**config.mk**
```make
export PLATFORM = sky130hd
export DESIGN_NAME = mem_arbiter
export DESIGN_NICKNAME = d
export VERILOG_FILES = /design/src/rtl/core_pkg.sv /design/src/rtl/mem_arbiter.sv
export SDC_FILE = /design/constraint.sdc
export NUM_CORES = 1
export LEC_CHECK = 0
export ABC_AREA = 1
export BUFFER_PORTS_ARGS = -buffer_cell sky130_fd_sc_hd__buf_2
export CORE_MARGIN = 1.5
export CORE_UTILIZATION = 30
export DETAILED_ROUTE_END_ITERATION = 10
export GPL_TIMING_DRIVEN = 1
export SLEW_MARGIN = 25
export SYNTH_ARGS = -nofsm -noshare
export SYNTH_HDL_FRONTEND = slang
export SYNTH_SLANG_ARGS = --single-unit
```
**constraint.sdc**
```tcl
create_clock -name clk -period 2.5 [get_ports clk]
set_input_delay 0.125 -clock clk [delete_from_list [all_inputs] [get_ports clk]]
set_output_delay 0.125 -clock clk [all_outputs]
set_load 0.05 [all_outputs]
```
**src/rtl/core_pkg.sv**
```systemverilog
// Shared types for the NRC core memory arbiter: FSM state and transaction owner.
package core_pkg;

  typedef enum logic [1:0] {
    IDLE     = 2'd0,
    REQ      = 2'd1,
    WAIT_RSP = 2'd2
  } arb_state_e;

  typedef enum logic {
    OWNER_IFU = 1'b0,
    OWNER_LSU = 1'b1
  } arb_owner_e;

endpackage

```
**src/rtl/mem_arbiter.sv**
```systemverilog
// Two-requester (IFU/LSU) arbiter onto one memory port, one outstanding transaction.
// Handshakes: a transfer happens on a cycle where valid && ready are both 1 at posedge clk.
module mem_arbiter
  import core_pkg::*;
#(
  parameter int XLEN     = 32,
  parameter bit LSU_PRIO = 1'b1
) (
  input  logic                clk,
  input  logic                rst,
  input  logic                ifu_req_valid,
  output logic                ifu_req_ready,
  input  logic [XLEN-1:0]     ifu_req_addr,
  output logic                ifu_rsp_valid,
  output logic [XLEN-1:0]     ifu_rsp_rdata,
  input  logic                lsu_req_valid,
  output logic                lsu_req_ready,
  input  logic                lsu_req_write,
  input  logic [XLEN-1:0]     lsu_req_addr,
  input  logic [XLEN-1:0]     lsu_req_wdata,
  input  logic [XLEN/8-1:0]   lsu_req_wstrb,
  output logic                lsu_rsp_valid,
  output logic [XLEN-1:0]     lsu_rsp_rdata,
  output logic                mem_req_valid,
  input  logic                mem_req_ready,
  output logic                mem_req_write,
  output logic [XLEN-1:0]     mem_req_addr,
  output logic [XLEN-1:0]     mem_req_wdata,
  output logic [XLEN/8-1:0]   mem_req_wstrb,
  input  logic                mem_rsp_valid,
  input  logic [XLEN-1:0]     mem_rsp_rdata,
  output arb_state_e          dbg_state
);

  localparam int STRB_W = XLEN / 8;

  arb_state_e           r_state;
  arb_owner_e           r_owner;
  arb_owner_e           r_last_grant;
  logic                 r_mem_req_valid;
  logic                 r_mem_req_write;
  logic [XLEN-1:0]      r_mem_req_addr;
  logic [XLEN-1:0]      r_mem_req_wdata;
  logic [STRB_W-1:0]    r_mem_req_wstrb;

  logic                 w_grant_ifu;
  logic                 w_grant_lsu;
  logic                 w_rsp_fire;

  // Ties go to whoever was not served last; LSU_PRIO only ever favours the
  // LSU after an IFU grant, which keeps the alternation starvation-free.
  always_comb begin
    w_grant_ifu = 1'b0;
    w_grant_lsu = 1'b0;
    if (r_state == IDLE) begin
      if (ifu_req_valid && lsu_req_valid) begin
        if (LSU_PRIO && (r_last_grant == OWNER_IFU)) begin
          w_grant_lsu = 1'b1;
        end else if (r_last_grant == OWNER_LSU) begin
          w_grant_ifu = 1'b1;
        end else begin
          w_grant_lsu = 1'b1;
        end
      end else begin
        w_grant_ifu = ifu_req_valid;
        w_grant_lsu = lsu_req_valid;
      end
    end
  end

  always_ff @(posedge clk) begin
    if (rst) begin
      r_state         <= IDLE;
      r_owner         <= OWNER_IFU;
      r_last_grant    <= OWNER_LSU;
      r_mem_req_valid <= 1'b0;
      r_mem_req_write <= 1'b0;
      r_mem_req_addr  <= '0;
      r_mem_req_wdata <= '0;
      r_mem_req_wstrb <= '0;
    end else begin
      case (r_state)
        IDLE: begin
          if (w_grant_ifu) begin
            r_owner         <= OWNER_IFU;
            r_last_grant    <= OWNER_IFU;
            r_mem_req_valid <= 1'b1;
            r_mem_req_write <= 1'b0;
            r_mem_req_addr  <= ifu_req_addr;
            r_mem_req_wdata <= '0;
            r_mem_req_wstrb <= '0;
            r_state         <= REQ;
          end else if (w_grant_lsu) begin
            r_owner         <= OWNER_LSU;
            r_last_grant    <= OWNER_LSU;
            r_mem_req_valid <= 1'b1;
            r_mem_req_write <= lsu_req_write;
            r_mem_req_addr  <= lsu_req_addr;
            r_mem_req_wdata <= lsu_req_wdata;
            r_mem_req_wstrb <= lsu_req_wstrb;
            r_state         <= REQ;
          end
        end
        REQ: begin
          if (mem_req_ready) begin
            r_mem_req_valid <= 1'b0;
            r_state         <= WAIT_RSP;
          end
        end
        WAIT_RSP: begin
          if (mem_rsp_valid) begin
            r_state <= IDLE;
          end
        end
        default: begin
          r_mem_req_valid <= 1'b0;
          r_state         <= IDLE;
        end
      endcase
    end
  end

  assign ifu_req_ready = w_grant_ifu;
  assign lsu_req_ready = w_grant_lsu;

  assign mem_req_valid = r_mem_req_valid;
  assign mem_req_write = r_mem_req_write;
  assign mem_req_addr  = r_mem_req_addr;
  assign mem_req_wdata = r_mem_req_wdata;
  assign mem_req_wstrb = r_mem_req_wstrb;

  // Responses outside WAIT_RSP are stray and never reach a requester.
  assign w_rsp_fire    = (r_state == WAIT_RSP) && mem_rsp_valid;
  assign ifu_rsp_valid = w_rsp_fire && (r_owner == OWNER_IFU);
  assign lsu_rsp_valid = w_rsp_fire && (r_owner == OWNER_LSU);
  assign ifu_rsp_rdata = ifu_rsp_valid ? mem_rsp_rdata : '0;
  assign lsu_rsp_rdata = lsu_rsp_valid ? mem_rsp_rdata : '0;

  assign dbg_state = r_state;

  a_one_grant : assert property (@(posedge clk) disable iff (rst)
    !(ifu_req_ready && lsu_req_ready));

  a_req_stable : assert property (@(posedge clk) disable iff (rst)
    (mem_req_valid && !mem_req_ready) |=>
      (mem_req_valid && $stable(mem_req_addr) && $stable(mem_req_wdata) &&
       $stable(mem_req_wstrb) && $stable(mem_req_write)));

endmodule

```
==> key figures <==
Setup path
  – Element type at the critical path start: flop
  – Crit path arrival time: 1.99 ns
  – Critical path startpoint: dbg_state[1]
  – Max incr delay on CP: 0.39 ns
  – CP cell instances: nor2_4 > nand3_2 > inv_2 > buf_2
  – Crit Path Max Fanout: 27
  – Reg2Reg Launch Point: dbg_state[1]
  – CP required: 2.38 ns
  – Critical Path Slowest Stage Cell: inv_2
  – Worst Reg-to-Reg Cells: 6
  – Critical Path Sink Type: primary output
  – Critical path class: reg2out

Clock network
  – CTS tree: done
  – Clock sink count: 74
  – Clk root buf: clkbuf_16
  – CTS Buffer Depth: 2
  – # H-tree levels: 3
  – Clock Latency Late Sink: 0.33 ns
  – Clock-pin slew on the worst setup and hold paths: 0.06 ns
  – Post-CTS Hold Buffers: 0
  – CTS buffer count: 9
  – Post-CTS Resized: 0
  – Post-CTS Setup Inserts: 0

GRT
  – Initial antenna violation count: 3
  – Overall global routing resource usage: 0.197
  – First-pass GRT wire length: 19,800 um
  – Pin count of the biggest net entering global routing: 71
  – Number of global-route vias before repair: 3,968
  – Total gr overflow: 0

Place
  – Port buffer count: 278
  – Routability cong.: 0.815
  – DP HPWL: 9720 um

Synthesis
  – Seq cells post-synth: 74
  – Post-synth cell types: 22
  – Post-synthesis sequential area ratio: 0.405
  – Synth Instances: 575
  – Syn_nets: 714
  – Mapped Area: 0.00365 mm^2
  – Yosys warnings: 0
  – Mean Syn Cell Area: 6.36 um^2

Floorplan
  – Die Wd: 113 um
  – Die area: 0.0129 mm^2
  – Row Count: 40
  – Starting Density: 0.306
  – Core area: 0.0120 mm^2
  – Die H: 113 um
  – Boundary Pins: 279

Layout
  – Fraction of layout cells with a size suffix above 1: 0.372
  – Multi-input logic area: 0.00159 mm^2
  – FF+latch area: 0.00148 mm^2
  – Synth-to-Final Area Change: 49.6%
  – Layout filler cell count: 1,264
  – Final net count: 973

Timing
  – Worst slew pin tran: 0.742 ns
  – Final clock skew: 0.00625 ns
  – RSZ-0062 raised after global routing: false
  – Setup TNS: 0 ns
  – Final min period: 2.11 ns
  – Hold Fails Final Rpt: 0
  – Fmax: 474 MHz
  – Final Slew Violations: 0
  – Worst slew margin: 0.505
  – Final hold slack: 0.0321 ns
  – Final period utilization: 0.845
  – Setup violators final: 0

Detailed routing
  – WL final: 12,900 um
  – Antenna viol nets, final: 0
  – Initial DRT Pass Iterations: 4
  – Number of remaining DRC errors: 0
  – Starting DRT DRC Count: 242
  – Via count: 4,438
  – WL per Instance: 13.1 um
  – Post-DR vias/cell: 4.49

Job
  – Max capacitance violation total: 0

Hold path
  – Hold Crit Class: in2reg
  – Hold path cells: 3
  – Worst Min Path Start: lsu_req_wdata[16]

Power
  – Leakage power: 3.27 nW
  – P per Cell Area: 696 mW/mm^2
  – Pwr Total: 3.81 mW
  – Maximum VDD drop: 0.414 mV

Status
  – Status: completed
[critical path, delay by kind of cell (launching register included)]
family / cells / cell delay (ns)
buf+inv: 2 / 0.74
flops: 1 / 0.37
simple gates: 2 / 0.53
[flip-flops by register name (all words and copies together), names as in the netlist]
signal and cells:
mem_req_addr 32, mem_req_wdata 32, mem_req_wstrb 4, dbg_state 2, mem_req_valid 1, mem_req_write 1, r_last_grant 1, r_owner 1
[worst paths after layout]
| kind | slack [ns] | endpoint |
|---|---|---|
| setup reg to reg | 0.72 | mem_req_wdata[5] |
| hold / removal | 0.03 | mem_req_wdata[16] |
| hold reg to reg | 0.45 | mem_req_valid |
| setup / recovery | 0.39 | lsu_req_ready |
[through the flow]
step	worst slack, ns	util	area [um^2]	instances
finish	0.388	0.457	5470	988
global route	0.197	0.457	5470	988
CTS	0.341	0.457	5460	985
detailed placement	0.697	0.430	5140	970
global placement	0.729	0.430	5140	970
floorplan	-0.0785	-	3660	575
[cells by family after synthesis]
kind of cell	count (synthesis)	share of synthesized area
and+or+nand+nor	278	0.326
buffers and inverters	147	0.162
AOI/OAI and AO/OA	76	0.107
DFF	74	0.405
[cells in the mapped netlist]
master      n  area share
a21oi_1    71       0.097
nand3b_1    1      0.0021
buf_1       3      0.0031
nand4_1    32       0.055
buf_6       2      0.0062
o211ai_1    1      0.0021
nand3_2     2      0.0055
dfxtp_1    74        0.41
clkbuf_1   18       0.018
o21a_1      1      0.0021
o21ai_2     1      0.0024
buf_4       1      0.0021
o21ai_0     1      0.0014
nand2_1   141        0.14
inv_1     104        0.11
buf_2      17       0.023
nor2_4      1      0.0031
inv_2       2      0.0021
a211oi_1    1      0.0021
nor3_1      1      0.0014
nor2_1     67       0.069
nand3_1    33       0.045
[where the power goes]
part | internal (mW) | leakage, nW | switching [mW]
logic | 0.298 | 2.50 | 0.800
registers | 1.29 | 0.609 | 0.0488
clock network | 0.893 | 0.158 | 0.482
[metal layers]
layer / routed length, um / track usage / vias to the layer above
li1: - / - / 2294
met1: 5030 / 0.217 / 1950
met2: 6600 / 0.359 / 174
met3: 945 / 0.0579 / 20
met4: 327 / 0.0758 / 0
met5: 0 / 0 / -
[layout by cell type, fill, tap and decap left out, types with 3 or more instances in the layout]
cell,netlist,layout
nand3_1,33,33
nor2_1,67,65
inv_1,104,104
diode_2,0,3
buf_2,17,278
clkbuf_16,0,9
nand4_1,32,32
a21oi_1,71,71
nand2_1,141,141
buf_4,1,10
dfxtp_1,74,74
[cell type report]
class	count	area share
flip-flops and latches	74	0.271
clock inverters	5	0.0144
repair buffers	289	0.272
clock buffers	10	0.0437
inverters	106	0.0728
well taps	147	0.0336
multi-input cells	354	0.291
diodes	3	0.00137
Power figures use the tool's default switching activity.
